--- config.mk ---
export PLATFORM = sky130hd
export DESIGN_NAME = ppt_sequencer
export DESIGN_NICKNAME = d
export VERILOG_FILES = /design/src/rtl/ppt_pkg.sv /design/src/rtl/ppt_prescaler.sv /design/src/rtl/ppt_sequencer.sv
export SDC_FILE = /design/constraint.sdc
export NUM_CORES = 1
export LEC_CHECK = 0
export ABC_AREA = 1
export CAP_MARGIN = 20
export CORE_MARGIN = 2
export CORE_UTILIZATION = 39
export CTS_CLUSTER_DIAMETER = 50
export DETAILED_ROUTE_END_ITERATION = 16
export REMOVE_ABC_BUFFERS = 1
export SETUP_SLACK_MARGIN = 0.15
export SLEW_MARGIN = 10
export SYNTH_ARGS = -nofsm -noshare
export SYNTH_HDL_FRONTEND = slang
export SYNTH_SLANG_ARGS = --single-unit
--- constraint.sdc ---
create_clock -name clk -period 3.1 [get_ports clk]
set_input_delay 0.62 -clock clk [delete_from_list [all_inputs] [get_ports clk]]
set_output_delay 0.62 -clock clk [all_outputs]
set_load 0.01 [all_outputs]
--- src/rtl/ppt_pkg.sv ---
// ppt_pkg: shared definitions for the pulsed-plasma-thruster sequencer.
//   - ppt_state_e : sequencer FSM states
//   - DEF_*_W     : default field widths for clk_div, period/width, count
package ppt_pkg;

  localparam int unsigned DEF_DIV_W  = 5;
  localparam int unsigned DEF_TIME_W = 14;
  localparam int unsigned DEF_CNT_W  = 8;

  typedef enum logic [1:0] {
    IDLE   = 2'd0,
    CHARGE = 2'd1,
    FIRE   = 2'd2,
    DONE   = 2'd3
  } ppt_state_e;

endpackage

--- src/rtl/ppt_prescaler.sv ---
// ppt_prescaler: programmable time base for the PPT sequencer.
// Counts 0 .. 2^(clk_div+1)-1 and flags tick while at the terminal value.
// Ports:
//   clk, rstn : clock, asynchronous active-low reset
//   clr       : synchronous clear (start of a run)
//   en        : count enable
//   clk_div   : latched divider select
//   tick      : high for one cycle per prescaled period
module ppt_prescaler #(
  parameter int unsigned DIV_W = 5
) (
  input  logic             clk,
  input  logic             rstn,
  input  logic             clr,
  input  logic             en,
  input  logic [DIV_W-1:0] clk_div,
  output logic             tick
);

  localparam int unsigned PW = 2 ** DIV_W;

  logic [PW-1:0]    cnt;
  logic [PW-1:0]    all_ones;
  logic [PW-1:0]    term;
  logic [DIV_W-1:0] shamt;

  // terminal = 2^(clk_div+1)-1, built as a right-shifted all-ones mask
  always_comb begin
    all_ones = '1;
    shamt    = DIV_W'(PW - 1) - clk_div;
    term     = all_ones >> shamt;
    tick     = en & (cnt == term);
  end

  always_ff @(posedge clk or negedge rstn) begin
    if (!rstn) begin
      cnt <= '0;
    end else if (clr) begin
      cnt <= '0;
    end else if (en) begin
      cnt <= tick ? '0 : cnt + PW'(1);
    end
  end

endmodule

--- src/rtl/ppt_sequencer.sv ---
// ppt_sequencer: pulsed-plasma-thruster trigger timing engine.
// Latches the configuration on a rising run_ppt and fires `count` trigger
// pulses, each width_eff ticks high every `period` ticks.
// Optional feature macro: PPT_CHARGE_EN (adds charge_en port and CHARGE state).
// Ports:
//   clk, rstn  : clock, asynchronous active-low reset
//   clk_div    : tick period = 2^(clk_div+1) clk cycles
//   period     : firing period in ticks
//   width      : trigger high time in ticks (clamped to period-1)
//   count      : firings per run
//   run_ppt    : run level from the register map
//   pulse_out  : thruster trigger
//   count_done : firings completed in the current or last run
//   done       : run completed normally
//   busy       : run in progress (CHARGE or FIRE)
//   charge_en  : capacitor charge enable (PPT_CHARGE_EN only)
module ppt_sequencer
  import ppt_pkg::*;
#(
  parameter int unsigned DIV_W  = DEF_DIV_W,
  parameter int unsigned TIME_W = DEF_TIME_W,
  parameter int unsigned CNT_W  = DEF_CNT_W
) (
  input  logic              clk,
  input  logic              rstn,
  input  logic [DIV_W-1:0]  clk_div,
  input  logic [TIME_W-1:0] period,
  input  logic [TIME_W-1:0] width,
  input  logic [CNT_W-1:0]  count,
  input  logic              run_ppt,
  output logic              pulse_out,
  output logic [CNT_W-1:0]  count_done,
  output logic              done,
  output logic              busy
`ifdef PPT_CHARGE_EN
  ,
  output logic              charge_en
`endif
);

  ppt_state_e        state;
  logic              run_q;
  logic [DIV_W-1:0]  div_q;
  logic [TIME_W-1:0] period_q;
  logic [TIME_W-1:0] width_q;
  logic [CNT_W-1:0]  count_q;
  logic [TIME_W-1:0] tick_cnt;

  logic              tick;
  logic              start;
  logic              cfg_bad;
  logic [TIME_W-1:0] period_m1_in;
  logic [TIME_W-1:0] width_eff_in;
  logic [TIME_W-1:0] tick_inc;
  logic              period_end;
  logic [CNT_W-1:0]  count_next;

  always_comb begin
    start        = (state == IDLE) & run_ppt & ~run_q;
    cfg_bad      = (count == '0) | (period < TIME_W'(2)) | (width == '0);
    period_m1_in = period - TIME_W'(1);
    width_eff_in = (width > period_m1_in) ? period_m1_in : width;
    tick_inc     = tick_cnt + TIME_W'(1);
    period_end   = tick & (tick_cnt == period_q - TIME_W'(1));
    count_next   = count_done + CNT_W'(1);
    busy         = (state == FIRE) | (state == CHARGE);
    done         = (state == DONE);
  end

`ifdef PPT_CHARGE_EN
  always_comb begin
    charge_en = (state == CHARGE) | ((state == FIRE) & ~pulse_out);
  end
`endif

  ppt_prescaler #(
    .DIV_W(DIV_W)
  ) u_prescaler (
    .clk     (clk),
    .rstn    (rstn),
    .clr     (start),
    .en      (busy),
    .clk_div (div_q),
    .tick    (tick)
  );

  // pulse_out is computed from the next tick_cnt value so it is high in the
  // first cycle after start and tracks tick_cnt without an extra cycle lag.
  always_ff @(posedge clk or negedge rstn) begin
    if (!rstn) begin
      state      <= IDLE;
      run_q      <= 1'b0;
      div_q      <= '0;
      period_q   <= '0;
      width_q    <= '0;
      count_q    <= '0;
      tick_cnt   <= '0;
      count_done <= '0;
      pulse_out  <= 1'b0;
    end else begin
      run_q <= run_ppt;
      case (state)
        IDLE: begin
          pulse_out <= 1'b0;
          if (start) begin
            div_q      <= clk_div;
            period_q   <= period;
            width_q    <= width_eff_in;
            count_q    <= count;
            tick_cnt   <= '0;
            count_done <= '0;
            if (cfg_bad) begin
              state <= DONE;
            end else begin
`ifdef PPT_CHARGE_EN
              state     <= CHARGE;
`else
              state     <= FIRE;
              pulse_out <= 1'b1;
`endif
            end
          end
        end
`ifdef PPT_CHARGE_EN
        CHARGE: begin
          pulse_out <= 1'b0;
          if (!run_ppt) begin
            state <= IDLE;
          end else if (tick) begin
            if (period_end) begin
              tick_cnt  <= '0;
              state     <= FIRE;
              pulse_out <= 1'b1;
            end else begin
              tick_cnt <= tick_inc;
            end
          end
        end
`endif
        FIRE: begin
          if (!run_ppt) begin
            state     <= IDLE;
            pulse_out <= 1'b0;
          end else if (tick) begin
            if (period_end) begin
              tick_cnt   <= '0;
              count_done <= count_next;
              if (count_next == count_q) begin
                state     <= DONE;
                pulse_out <= 1'b0;
              end else begin
                pulse_out <= 1'b1;
              end
            end else begin
              tick_cnt  <= tick_inc;
              pulse_out <= (tick_inc < width_q);
            end
          end
        end
        DONE: begin
          pulse_out <= 1'b0;
          if (!run_ppt) begin
            state <= IDLE;
          end
        end
        default: begin
          state     <= IDLE;
          pulse_out <= 1'b0;
        end
      endcase
    end
  end

endmodule

* Word-level counts from Yosys, hierarchy flattened
Cells that the tools add are included.
Word-level totals: logic and storage cells 80, flip-flop bits (word level) 99
Operators by class: shifts and indexed selects 1, bitwise logic cells 8, multiplexer cells 29, equal/unequal tests 14, $lt $le $gt $ge 3, reductions and logical operators 9, add/sub/neg operators 6
Operators with widths (count):
- $mux W32 | 3
- $mux W14 | 5
- $add A32 B1 Y32 const B | 1
- $eq A32 B32 Y1 | 1
- $mux W8 | 4
- $shr A32 B5 Y32 const A | 1
- $pmux W14 S2 | 1
- $sub A14 B1 Y14 const B | 2
- $pmux W8 S2 | 1
- $add A14 B1 Y14 const B | 1
- $eq A14 B14 Y1 | 1
- $gt A14 B14 Y1 | 1
- $logic_not A14 Y1 | 1
- $lt A14 B14 Y1 | 1
- $lt A14 B2 Y1 const B | 1
- $mux W2 | 6
- $ne A2 B2 Y1 const B | 5
- $reduce_and A5 Y1 | 2
- $add A8 B1 Y8 const B | 1
- $eq A8 B8 Y1 | 1
- $logic_not A8 Y1 | 1
- $mux W1 | 7
- $ne A3 B3 Y1 const B | 2
- $pmux W2 S3 | 1
- 12 further kinds | 19

* Logic depth before layout (Yosys ltp)
depth after elaboration 9, gate-level depth with buffers 19, mapped depth without buffers 19

* By module
A second synthesis with hierarchy kept.
Second synthesis, totals: cell total of the unflattened synthesis 1239, area, all modules 7873.8 um^2
By module, submodules not included:
- ppt_sequencer | times used 1, area an instance 4867.2 um^2, cells an instance 692
- ppt_prescaler | times used 1, area an instance 3006.6 um^2, cells an instance 547

* Least setup slack after synthesis
Ideal clock, no wire load.
path kind input -> register, from input port period[0], to register width_q[10], library setup time 130 ps, data arrival time 3057 ps, stages on the path 18, required time 2970 ps, path slack -87 ps, cell sequence inv_1 > nand2_1 > nor3_1 > nand3_1 > nor2_1 > nand4_1 > xor2_1 > ha_1 > nand2_1 > nor4b_1 > a21boi_0 > o21ai_0 > nand2_1 > clkbuf_1 > nand2_1 > o21ai_0 > nand2_1 > o21ai_0
Between the ends: cells in the longest elaborated chain, start to end 3
Ends and longest elaborated chain:
- from (decl) | line ppt_sequencer.sv:27 | input logic [TIME_W-1:0] period,
- $sub A14 B1 Y14 * | line ppt_sequencer.sv:61 | period_m1_in = period - TIME_W'(1);
- $gt A14 B14 Y1 | line ppt_sequencer.sv:62 | width_eff_in = (width > period_m1_in) ? period_m1_in : width;
- $mux W14 * | line ppt_sequencer.sv:62
- to (signal assigned) | line ppt_sequencer.sv:108 | width_q <= width_eff_in;
- to (decl) | line ppt_sequencer.sv:45 | logic [TIME_W-1:0] width_q;
Every way passes the cells marked *; elsewhere a longest branch is shown, timed or not. A chain may end at the register's enable or synchronous reset.

* Worst setup path after layout
from input port period[11], to register width_q[6]
Between the ends: cells in the longest elaborated chain, start to end 3
Ends and longest elaborated chain (line):
- $sub A14 B1 Y14 | ppt_sequencer.sv:61
- $gt A14 B14 Y1 | ppt_sequencer.sv:62
- $mux W14 | ppt_sequencer.sv:62
Every way passes these cells.

==> reports/results.txt <==
Of the total power, registers draw 30.5%. By area, the combinational part of the netlist is dominated by simple AND/OR/NAND/NOR gates. For this design, the CTS-stage hold fixing added 0 buffers. TritonCTS built the clock tree. The average via count per standard cell was 5.07; the number of instances in the synthesized netlist was 1070. Among cell families on the critical path, the largest total delay comes from simple AND/OR/NAND/NOR gates. Measured along the x axis, the die boundary spans 141 um. The longest clock path from root to sink contains 2 buffers. The clock net in this run drives a total of 99 sinks. For the logic gate share of total power, the log shows 51.7%. The share of the yosys chip area belonging to registers was 33.9%; the final clock period utilization by the worst path was 99.9%.

For the area of the core, the log shows 18500 um^2. The critical path goes through clkdlybuf4s50_1 -> nor2_2 -> nand4_1 -> xor2_2 -> ha_1 -> nand2_2 -> nor4b_4 -> buf_4 -> nand4_1 -> nand2_4 -> buf_6 -> nand2_4 -> o21ai_2 -> nand2_1 -> o21ai_1. Kind of start point of the critical path: an input port. Power per unit of standard cell area: 701 nW/um^2. For this configuration, the core starts out at a cell density of 39.4%. The chip height was 141 um; the share of cell area taken by muxes after synthesis was 0%. For the die footprint, the log shows 19800 um^2. On the critical path, the stage with the largest delay is an instance of clkdlybuf4s50_1. Parity-gate share of the synthesized area counting xor and xnor cells: 7.91%. After Yosys synthesis, full adders, half adders and majority gates account for 6.00% of the synthesized area. For the number of antenna violations at the first check in global routing, the log shows 0. The via count of the first global-routing pass was 7003. Measured in cells, the most critical reg-to-reg path has a length of 20.

The tools report the finished layout cell area as 9390 um^2. In this design, the stage delay of the slowest critical-path cell is 0.54 ns. The tools report the final hold violation count as 0. The run gives 0.0104 ns as the post-route clock skew. The tools report the I/O pin count as 55.

The total buffers and inverters traversed by the critical path is 3. The remaining design rule violation count came out at 0. The initialized floorplan defines 50 standard-cell rows.

The root buffer cell chosen for the clock tree is clkbuf_16. For this block, the initial DRC count from the detailed router was 447. The worst endpoint data arrival time is 3.38 ns, and the transition time of the tightest slew-check pin is 0.638 ns. The net load switching power was 3.07 mW. The total of flip-flops plus latches after synthesis is 99. Final number of max-transition violations: 0.

The routability congestion estimate was 0.914. Dividing the detail-routed wire length by the instance count gives 14.7 um. The switching part of the total is 46.6%, and the maximum fanout count along the critical path is 5.

Setup slack closes at 0.00196 ns. For the number of max-cap violations, the log shows 0. Summing all placed instances gives a cell area of 8520 um^2. Synthesis instantiated 36 different standard cells from the library.

nand2_1 is the most common cell in the netlist. The first global-routing pass estimated 35000 um of wire. The via count came out at 7363.

Number of synthesized flops with an enable pin: 0. Headroom to the max-slew limit came out at 57.5%. For the worst-skew pair, the clock arrives at the later sink with an insertion delay of 0.36 ns. Clock-pin slew was measured on the worst setup and hold paths at 0.07 ns. The run gives 0.323 GHz as the achievable frequency. The tools report the endpoint class of the critical path as a register. The tools report the global routing usage summed across all routing layers as 22.0%. In this run the cell area of the synthesized design comes to 7300 um^2.

The worst-case IR drop observed on VDD is 287 uV. The number of antenna-violating nets in the routed design came out at 0. In this run the tool buffered the top-level ports with 54 buffer cells. The average size of a mapped cell was 6.83 um^2. The run gives 0 as the number of setup violations in the final report. The run finished with clean final reports. The tools report the critical path startpoint as period[11]. Detailed placement finished with a half-perimeter wire length of 15600 um.

On the final layout, the worst hold slack is 0.271 ns. The Yosys step of the flow raised 0 warnings. The run gives 0 ns as the sum of negative setup slack.

By area the synthesized netlist is led by dfrtp_1 34%, nand2_1 17%, inv_1 6.7%, xor2_1 6.2%, ha_1 6.0%. Post-synthesis async set-or-reset flop share: 100%. The worst setup path is of the input port to register kind. The startpoint identified for the worst register-to-register timing path is tick_cnt[0]$_DFFE_PN0P_. After synthesis, the most frequently instantiated cells are 339 x nand2_1, 130 x inv_1, 99 x dfrtp_1, 79 x nor2_1, 68 x nand3_1. The logs give 3.39 ns for the data required time at the worst endpoint and 53 for the largest net degree at the start of global routing.

Setup repair after global routing could not meet its margin everywhere. Main flop type after synthesis: dfrtp_1. Measured on the finished design, the core utilization comes to 50.7%. After detailed routing, the total wire length is 21400 um.

For the number of search-and-repair iterations in the first detailed-routing pass, the log shows 5. The area fraction in compound gates after synthesis works out to 10.7%. Worst setup timing slack at the placement stage: -0.802 ns.

The cell leakage power was 4.36 nW; the critical path depth in cells was 15. The synthesized design spends more area on one cell type than any other, namely dfrtp_1. Count of antenna diodes in the layout: 0. The relative contribution of the clock network to total power is 17.8%. The fraction of final layout cells with drive strength greater than 1 was 15.5%; the final critical delay including setup and external delays was 3.10 ns. The share of synthesized area in the top cell type comes to 33.9%.

Internal power comes to 3.51 mW. In this run, CTS created clock tree buffers numbering 9. The deepest level of the CTS H-tree was 3; the number of nets in the finished design was 1291.

The path class of the tightest hold or removal check is input port to async pin. The synthesized netlist devotes 33.0% of its cell area to simple gates. From synthesis to final layout, the design area changed by 28.5%. Global route total overflow: 0.
==> cells by family (layout without fill, tap and decap cells) <==
group,after synthesis,in the layout
xor+xnor,66,66
buf+inv,159,306
simple gates,567,567
flops,99,99
fa+ha+maj,35,35
compound gates,144,144
==> layer usage <==
metal,vias to the layer above,global-route usage [%],share of wire [%]
li1,3758,-,-
met1,3339,28.5,45
met2,209,36.8,48
met3,57,2.62,3.8
met4,0,10.6,3.8
met5,-,0,0
==> worst register-to-register path, stage by stage (launching register included) <==
cell	delay, ns
dfrtp_1	0.35
buf_4	0.13
ha_1	0.18
nand2_1	0.08
nor2_2	0.14
nand3_2	0.15
nor2_2	0.18
nand2_1	0.08
xor2_1	0.14
inv_1	0.08
ha_1	0.27
nand2_1	0.07
o21ai_1	0.14
nand3_1	0.08
a21oi_1	0.11
nand3b_1	0.15
nand2_1	0.07
nand3_1	0.07
nand2_1	0.05
nand2_1	0.05
nand2_1	0.05
==> registers in the layout, summed over array words and instances (netlist names) <==
register	count
tick_cnt	14
pulse_out	1
width_q	14
u_prescaler.cnt	32
state	2
period_q	14
run_q	1
count_done	8
count_q	8
div_q	5
==> power groups by stage <==
stage | sequential (mW) | clock [mW] | combinational [mW]
after floorplan | 1.95 | 0 | 2.22
after global placement | 2.02 | 0 | 3.24
after detailed placement | 2.03 | 0 | 3.27
after CTS | 2.00 | 1.19 | 3.34
after global routing | 2.06 | 1.24 | 3.86
final | 2.01 | 1.17 | 3.40
==> area by class of cell <==
type                       instances  area [um^2]
sequential                        99         2480
inverter                         133          504
tap                              234          293
clock inverter                     6         65.1
clock buffer                      10          229
timing repair buffer             157         1360
multi-input combinational        812         4460
fill                            1832         9130
==> per-stage QoR <==
stage | power (mW) | instances
floorplan | 4.17 | 1044
global placement | 5.26 | 1395
detailed placement | 5.30 | 1395
CTS | 6.54 | 1444
global route | 7.17 | 1451
finish | 6.58 | 1451
==> layout by cell type (no fill, tap or decap), types with 18 or more instances in the layout <==
| cell | count |
|---|---|
| nor3_1 | 18 |
| nand3_1 | 64 |
| nor2_1 | 67 |
| ha_1 | 32 |
| nand2_1 | 329 |
| o21ai_1 | 43 |
| nand4_1 | 21 |
| xor2_1 | 51 |
| inv_1 | 125 |
| o21ai_0 | 43 |
| dfrtp_1 | 99 |
| a21oi_1 | 19 |
| o22ai_1 | 28 |
| clkdlybuf4s50_1 | 42 |
| buf_4 | 95 |
==> repair_timing <==
action                                  in CTS  in global routing
setup buffers                               31                  7
pin swaps                                   22                 19
endpoints found under the setup margin      14                 30
gates resized for setup                     60                 58
gates cloned                                 2                  0
==> path summary, 6_finish.rpt <==
kind	slack (ns)	end
setup / recovery	0.002	width_q[6]$_DFFE_PN0P_
hold / removal	0.27	u_prescaler.cnt[3]$_DFFE_PN0P_
setup reg to reg	0.39	pulse_out$_DFFE_PN0P_
hold reg to reg	0.49	count_q[7]$_DFFE_PN0P_
max in group asynchronous	2.10	width_q[6]$_DFFE_PN0P_
min in group clk	0.49	count_q[7]$_DFFE_PN0P_
(Power assumes the default switching activity.)
